## src/rtl/mmio_initiator.sv

```systemverilog
// Host-side MMIO master: one outstanding request to the AFU, odd/even parity, ack timeout.
// Define MMIO_INITIATOR_STATS_EN to add saturating read/write/error/timeout/stray-ack counters.

package mmio_initiator_pkg;
  typedef struct packed {
    logic        valid;
    logic        cfg;
    logic        read;
    logic        doubleword;
    logic [0:23] address;
    logic        address_parity;
    logic [0:63] data;
    logic        data_parity;
  } MMIOInterfaceInput;

  typedef struct packed {
    logic        ack;
    logic [0:63] data;
    logic        data_parity;
  } MMIOInterfaceOutput;
endpackage

module mmio_initiator
  import mmio_initiator_pkg::*;
#(
  parameter int TIMEOUT_CYCLES = 1024,
  parameter bit ODD_PARITY     = 1'b1
) (
  input  logic               clock,
  input  logic               reset,
  input  logic               cmd_valid,
  output logic               cmd_ready,
  input  logic               cmd_read,
  input  logic               cmd_cfg,
  input  logic               cmd_doubleword,
  input  logic [0:23]        cmd_address,
  input  logic [0:63]        cmd_data,
  output MMIOInterfaceInput  mmio_req,
  input  MMIOInterfaceOutput mmio_rsp,
  output logic               rsp_valid,
  input  logic               rsp_ready,
  output logic [0:63]        rsp_data,
  output logic               rsp_parity_error,
  output logic               rsp_timeout
`ifdef MMIO_INITIATOR_STATS_EN
  ,
  output logic [0:31]        stat_reads,
  output logic [0:31]        stat_writes,
  output logic [0:31]        stat_parity_errors,
  output logic [0:31]        stat_timeouts,
  output logic [0:31]        stat_stray_acks
`endif
);

  localparam int CW = (TIMEOUT_CYCLES > 2) ? $clog2(TIMEOUT_CYCLES) : 1;
  localparam logic [CW-1:0] LAST_COUNT = CW'(TIMEOUT_CYCLES - 1);

  typedef enum logic [1:0] {IDLE, ISSUE, WAIT_ACK, RESP} state_t;

  state_t            r_state;
  logic              r_cmd_ready;
  MMIOInterfaceInput r_req;
  logic [CW-1:0]     r_count;
  logic              r_rsp_valid;
  logic [0:63]       r_rsp_data;
  logic              r_rsp_perr;
  logic              r_rsp_timeout;

  logic              w_accept;
  logic              w_ack;
  logic              w_expire;
  logic              w_ack_perr;
  logic [0:63]       w_wdata;
  logic [0:63]       w_rdata;

  function automatic logic f_parity(input logic [0:63] x);
    return (^x) ^ ODD_PARITY;
  endfunction

  assign w_accept   = (r_state == IDLE) && r_cmd_ready && cmd_valid;
  assign w_ack      = (r_state == WAIT_ACK) && mmio_rsp.ack;
  assign w_expire   = (r_state == WAIT_ACK) && !mmio_rsp.ack && (r_count == LAST_COUNT);
  assign w_ack_perr = r_req.read && (f_parity(mmio_rsp.data) != mmio_rsp.data_parity);

  // Word writes replicate the low half so the AFU sees the word on either lane.
  assign w_wdata = cmd_read       ? 64'h0 :
                   cmd_doubleword ? cmd_data :
                                    {cmd_data[32:63], cmd_data[32:63]};

  assign w_rdata = !r_req.read      ? 64'h0 :
                   r_req.doubleword ? mmio_rsp.data :
                   {32'h0, r_req.address[23] ? mmio_rsp.data[32:63] : mmio_rsp.data[0:31]};

  always_ff @(posedge clock) begin
    if (reset) begin
      r_state              <= IDLE;
      r_cmd_ready          <= 1'b0;
      r_req                <= '0;
      r_req.address_parity <= ODD_PARITY;
      r_req.data_parity    <= ODD_PARITY;
      r_count              <= '0;
      r_rsp_valid          <= 1'b0;
      r_rsp_data           <= '0;
      r_rsp_perr           <= 1'b0;
      r_rsp_timeout        <= 1'b0;
    end else begin
      case (r_state)
        IDLE: begin
          r_cmd_ready <= 1'b1;
          if (w_accept) begin
            r_cmd_ready          <= 1'b0;
            r_req.valid          <= 1'b1;
            r_req.cfg            <= cmd_cfg;
            r_req.read           <= cmd_read;
            r_req.doubleword     <= cmd_doubleword;
            r_req.address        <= cmd_address;
            r_req.address_parity <= f_parity({40'h0, cmd_address});
            r_req.data           <= w_wdata;
            r_req.data_parity    <= f_parity(w_wdata);
            r_state              <= ISSUE;
          end
        end
        ISSUE: begin
          r_req.valid <= 1'b0;
          r_count     <= '0;
          r_state     <= WAIT_ACK;
        end
        // An ack on the final count cycle still wins over the timeout.
        WAIT_ACK: begin
          if (w_ack) begin
            r_rsp_valid <= 1'b1;
            r_rsp_data  <= w_rdata;
            r_rsp_perr  <= w_ack_perr;
            r_state     <= RESP;
          end else if (w_expire) begin
            r_rsp_valid   <= 1'b1;
            r_rsp_timeout <= 1'b1;
            r_state       <= RESP;
          end else begin
            r_count <= r_count + CW'(1);
          end
        end
        RESP: begin
          if (rsp_ready) begin
            r_rsp_valid   <= 1'b0;
            r_rsp_data    <= '0;
            r_rsp_perr    <= 1'b0;
            r_rsp_timeout <= 1'b0;
            r_cmd_ready   <= 1'b1;
            r_state       <= IDLE;
          end
        end
        default: r_state <= IDLE;
      endcase
    end
  end

  assign cmd_ready        = r_cmd_ready;
  assign mmio_req         = r_req;
  assign rsp_valid        = r_rsp_valid;
  assign rsp_data         = r_rsp_data;
  assign rsp_parity_error = r_rsp_perr;
  assign rsp_timeout      = r_rsp_timeout;

`ifdef MMIO_INITIATOR_STATS_EN
  logic [0:31] r_stat_reads;
  logic [0:31] r_stat_writes;
  logic [0:31] r_stat_perr;
  logic [0:31] r_stat_timeouts;
  logic [0:31] r_stat_stray;

  function automatic logic [0:31] f_sat_inc(input logic [0:31] v);
    return (v == '1) ? v : v + 32'd1;
  endfunction

  // Any ack outside WAIT_ACK is discarded by the FSM and counted here as stray.
  always_ff @(posedge clock) begin
    if (reset) begin
      r_stat_reads    <= '0;
      r_stat_writes   <= '0;
      r_stat_perr     <= '0;
      r_stat_timeouts <= '0;
      r_stat_stray    <= '0;
    end else begin
      if (r_state == ISSUE && r_req.read)      r_stat_reads    <= f_sat_inc(r_stat_reads);
      if (r_state == ISSUE && !r_req.read)     r_stat_writes   <= f_sat_inc(r_stat_writes);
      if (w_ack && w_ack_perr)                 r_stat_perr     <= f_sat_inc(r_stat_perr);
      if (w_expire)                            r_stat_timeouts <= f_sat_inc(r_stat_timeouts);
      if (mmio_rsp.ack && r_state != WAIT_ACK) r_stat_stray    <= f_sat_inc(r_stat_stray);
    end
  end

  assign stat_reads         = r_stat_reads;
  assign stat_writes        = r_stat_writes;
  assign stat_parity_errors = r_stat_perr;
  assign stat_timeouts      = r_stat_timeouts;
  assign stat_stray_acks    = r_stat_stray;
`endif

endmodule

```

## config.mk

```make
export PLATFORM = sky130hd
export DESIGN_NAME = mmio_initiator
export DESIGN_NICKNAME = d
export VERILOG_FILES = /design/src/rtl/mmio_initiator.sv
export SDC_FILE = /design/constraint.sdc
export NUM_CORES = 1
export LEC_CHECK = 0
export CAP_MARGIN = 20
export CORE_ASPECT_RATIO = 0.9
export CORE_MARGIN = 2
export CORE_UTILIZATION = 40
export CTS_BUF_LIST = sky130_fd_sc_hd__clkbuf_16
export DETAILED_ROUTE_END_ITERATION = 10
export PLACE_DENSITY = 0.8
export SLEW_MARGIN = 25
export SYNTH_ARGS = -nofsm -noshare
export SYNTH_HDL_FRONTEND = slang
export SYNTH_SLANG_ARGS = --single-unit
export TNS_END_PERCENT = 100
```

## constraint.sdc

```tcl
create_clock -name clock -period 6.7 [get_ports clock]
set_input_delay 1.34 -clock clock [delete_from_list [all_inputs] [get_ports clock]]
set_output_delay 1.34 -clock clock [all_outputs]
set_load 0.03 [all_outputs]
```

==> flow_summary.toml <==
[run]
cap_violations = 0

[clock_tree]
clock_latency_ns = 0.42
numClockSinks = 174
clk_pin_slew_ns = 0.08
htreeDepth = 4
cts-root-buf = "clkbuf_16"
cts.path.max_buffers = 2
postCtsResizedCells = 0
cts_buffers = 17
postCtsHoldBufs = 0
cts_setup_buffers = 0
tritoncts = "built"

[floorplanning]
die_w_microns = 157.1
num_io_pins = 323
die_h_microns = 141.8
die-area_sq_mm = 0.02227
core_area_sq_mm = 0.02077
initial_core_util_pct = 40.62
row_count = 50

[yosys]
ys_seq_area_share_pct = 41.29
post_synth_num_cell_types = 37
synthFlopType = "dfxtp_1"
syn_inst = 1028
yosysWarnings = 0
syn_area_per_cell_sq_um = 8.207
syn-cell-area_sq_mm = 0.008437
ys_ff_latch = 174
synth-edff-count = 0
synth_nets = 1194
async_flop_share_pct = 0

[setup_path]
r2r_start = "r_state[0]$_SDFFE_PP0P_"
worst-path-buf-inv = 1
critPathCaptureType = "flip-flop"
r2r_setup_slack_ns = 4.21
crit_fanout = 3
crit_family = "XOR/XNOR gates"
max_stage_delay_ns = 0.52
cp.required_ns = 7.01
crit_slowest_cell = "clkdlybuf4s50_1"
worstPathCellList = "clkdlybuf4s50_1 > xor2_1 > xnor3_1 > xor2_1 > xnor2_1 > xnor3_1 > nor3_1 > nor4_1 > or3b_1"
critPathLaunchType = "primary input"
worstSetupPathType = "primary input to flip-flop"
cp.arrival_ns = 4.03
reg2reg_to = "mmio_req[65]$_SDFFE_PP1P_"
r2r_cells = 6

[power_and_ir_drop]
clockPowerShare_pct = 29.2
power_density_mw_per_mm2 = 267.6
netSwitchingFraction_pct = 35.55
total_power_mw = 3.315
vdd_drop_max_mv = 0.2235
leakage_nw = 4.427
switchingPower_mw = 1.178
pwr-share-seq_pct = 34.7
comb_power_share_pct = 36.1
internal-power_mw = 2.136

[hold_path]
worstHoldStart = "mmio_req[23]$_SDFFE_PP0P_"
hold-path-cell-count = 2
hold_class = "flip-flop to flip-flop"
hold_end = "mmio_req[23]$_SDFFE_PP0P_"

[cells_and_area]
diodes = 0
instances_no_fill = 1605
area_growth_pct = 46.80
design_area_sq_mm = 0.01239
fillers = 1850
seq_area_sq_mm = 0.003483
final_layout_size_suffix_gt1_share_pct = 3.563
fin_util_pct = 59.63
multi_input_area_sq_mm = 0.004691
nets = 1472
mostFrequentLayoutCells = "319 x clkdlybuf4s50_1, 174 x dfxtp_1, 167 x nand2_1"
layout_commonest_cell = "clkdlybuf4s50_1"

[place]
portBuffers = 322
gp_congestion = 0.9121
placed_cell_area_sq_mm = 0.01182
dp.cells = 1573
post-dp-hpwl_microns = 19530

[sta]
setup_viol = 0
finClkSkew_ns = 0.01481
grt_setup_unrepaired = "no"
report.final.slew_viol_count = 0
totalNegativeSetupSlack_ns = 0
worst_slew_pin_slew_ns = 1.035
layout_min_cycle_time_ns = 3.720
hold_viol = 0
slew-limit-headroom_pct = 30.99
timing.final.crit_share_pct = 55.53
max_freq_ghz = 0.2688

[routing]
wl_microns = 27060
ant_nets = 0
dr.first_iter.drc_count = 606
first_pass_iters = 5
wl_per_cell_microns = 16.86
drc = 0
viasPerCell = 5.119
route.vias.total = 8216

[global_route]
grt_usage_pct = 23.49
grt-ovfl-total = 0
grt_first_pass_wirelength_microns = 41620
antenna_found_initial = 0
first_global_vias = 7838
grt_max_degree = 94

[status]
status = "complete, no violations"
how the worst max path moves through the flow:
stage,from,to,cells past startpoint,slack [ns]
6_report,cmd_data[35],mmio_req[0]$_SDFFE_PP1P_,9,2.98
5_1_grt,cmd_data[36],mmio_req[0]$_SDFFE_PP1P_,9,2.87
4_1_cts,cmd_data[35],mmio_req[0]$_SDFFE_PP1P_,9,3.00
3_5_place_dp,cmd_data[35],mmio_req[0]$_SDFFE_PP1P_,9,2.54
3_3_place_gp,cmd_data[36],mmio_req[0]$_SDFFE_PP1P_,9,2.57
2_1_floorplan,cmd_data[34],mmio_req[0]$_SDFFE_PP1P_,8,3.30
synthesized netlist by cell type (all sizes together) (2+ instances only):
cell type | n | share of area (%)
o21a | 2 | 0.18
xnor2 | 120 | 12
nor3 | 33 | 2.0
nand2 | 167 | 7.4
nand3 | 5 | 0.30
nand3b | 32 | 2.8
o21ai | 2 | 0.12
buf | 7 | 0.31
xnor3 | 7 | 1.9
nand2b | 4 | 0.30
nor2 | 119 | 5.3
nor4 | 2 | 0.15
or2 | 2 | 0.15
mux2i | 39 | 4.6
a211oi | 2 | 0.18
inv | 3 | 0.13
o211ai | 2 | 0.24
xor2 | 27 | 2.8
ha | 5 | 0.74
nand4 | 4 | 0.30
clkbuf | 65 | 2.9
a21oi | 162 | 9.6
a22oi | 32 | 2.8
dfxtp | 174 | 41
tightest hold or removal path, stage by stage, from the launching register on:
cell,delay (ns)
dfxtp_1,0.31
nand2_1,0.05
a21oi_1,0.05
layout make-up:
cell class	instances	share of cell area, %
tap	286	2.889
sequential	174	28.12
timing repair buffer	331	26.47
clock inverter	15	1.121
inverter	3	0.09092
multi-input combinational	779	37.87
clock buffer	17	3.435
sequential cells by signal, summed over array words and instances, names as in the netlist:
signal / count
cmd_ready: 1
mmio_req: 94
r_count: 10
r_state: 2
rsp_data: 64
rsp_parity_error: 1
rsp_timeout: 1
rsp_valid: 1
cell families (layout without fill, tap and decap cells):
kind of cell	count (synthesis)	after routing	synth area share (%)
flip-flops	174	174	41.29
AO/OA/AOI/OAI	209	209	13.81
multiplexers	39	39	4.627
AND/OR/NAND/NOR	372	372	19.07
buffers and inverters	75	366	3.337
XOR/XNOR	154	154	17.13
adder cells (fa/ha/maj)	5	5	0.7415
per-stage QoR:
stage                     setup slack [ns]  hold WS (ns)
after floorplan                      3.297        0.4779
after global placement               2.567        0.4381
after detailed placement             2.539        0.4451
after CTS                            2.995        0.4524
after global routing                 2.870        0.4675
final                                2.980        0.4506
metal layers:
metal / GRT usage (%) / part of all wire [%] / up-vias
li1: - / - / 3987
met1: 30.39 / 43 / 3877
met2: 37.86 / 48 / 292
met3: 5.987 / 6.2 / 60
met4: 8.804 / 3.1 / 0
met5: 0 / 0 / -
power groups by stage:
stage	registers, mW	clock network [mW]	logic [mW]
final	1.15	0.967	1.20
after global routing	1.16	1.03	1.29
after CTS	1.15	0.988	1.20
after detailed placement	1.17	0	1.19
after global placement	1.17	0	1.18
after floorplan	1.29	0	0.666
Power figures use the tool's default switching activity.
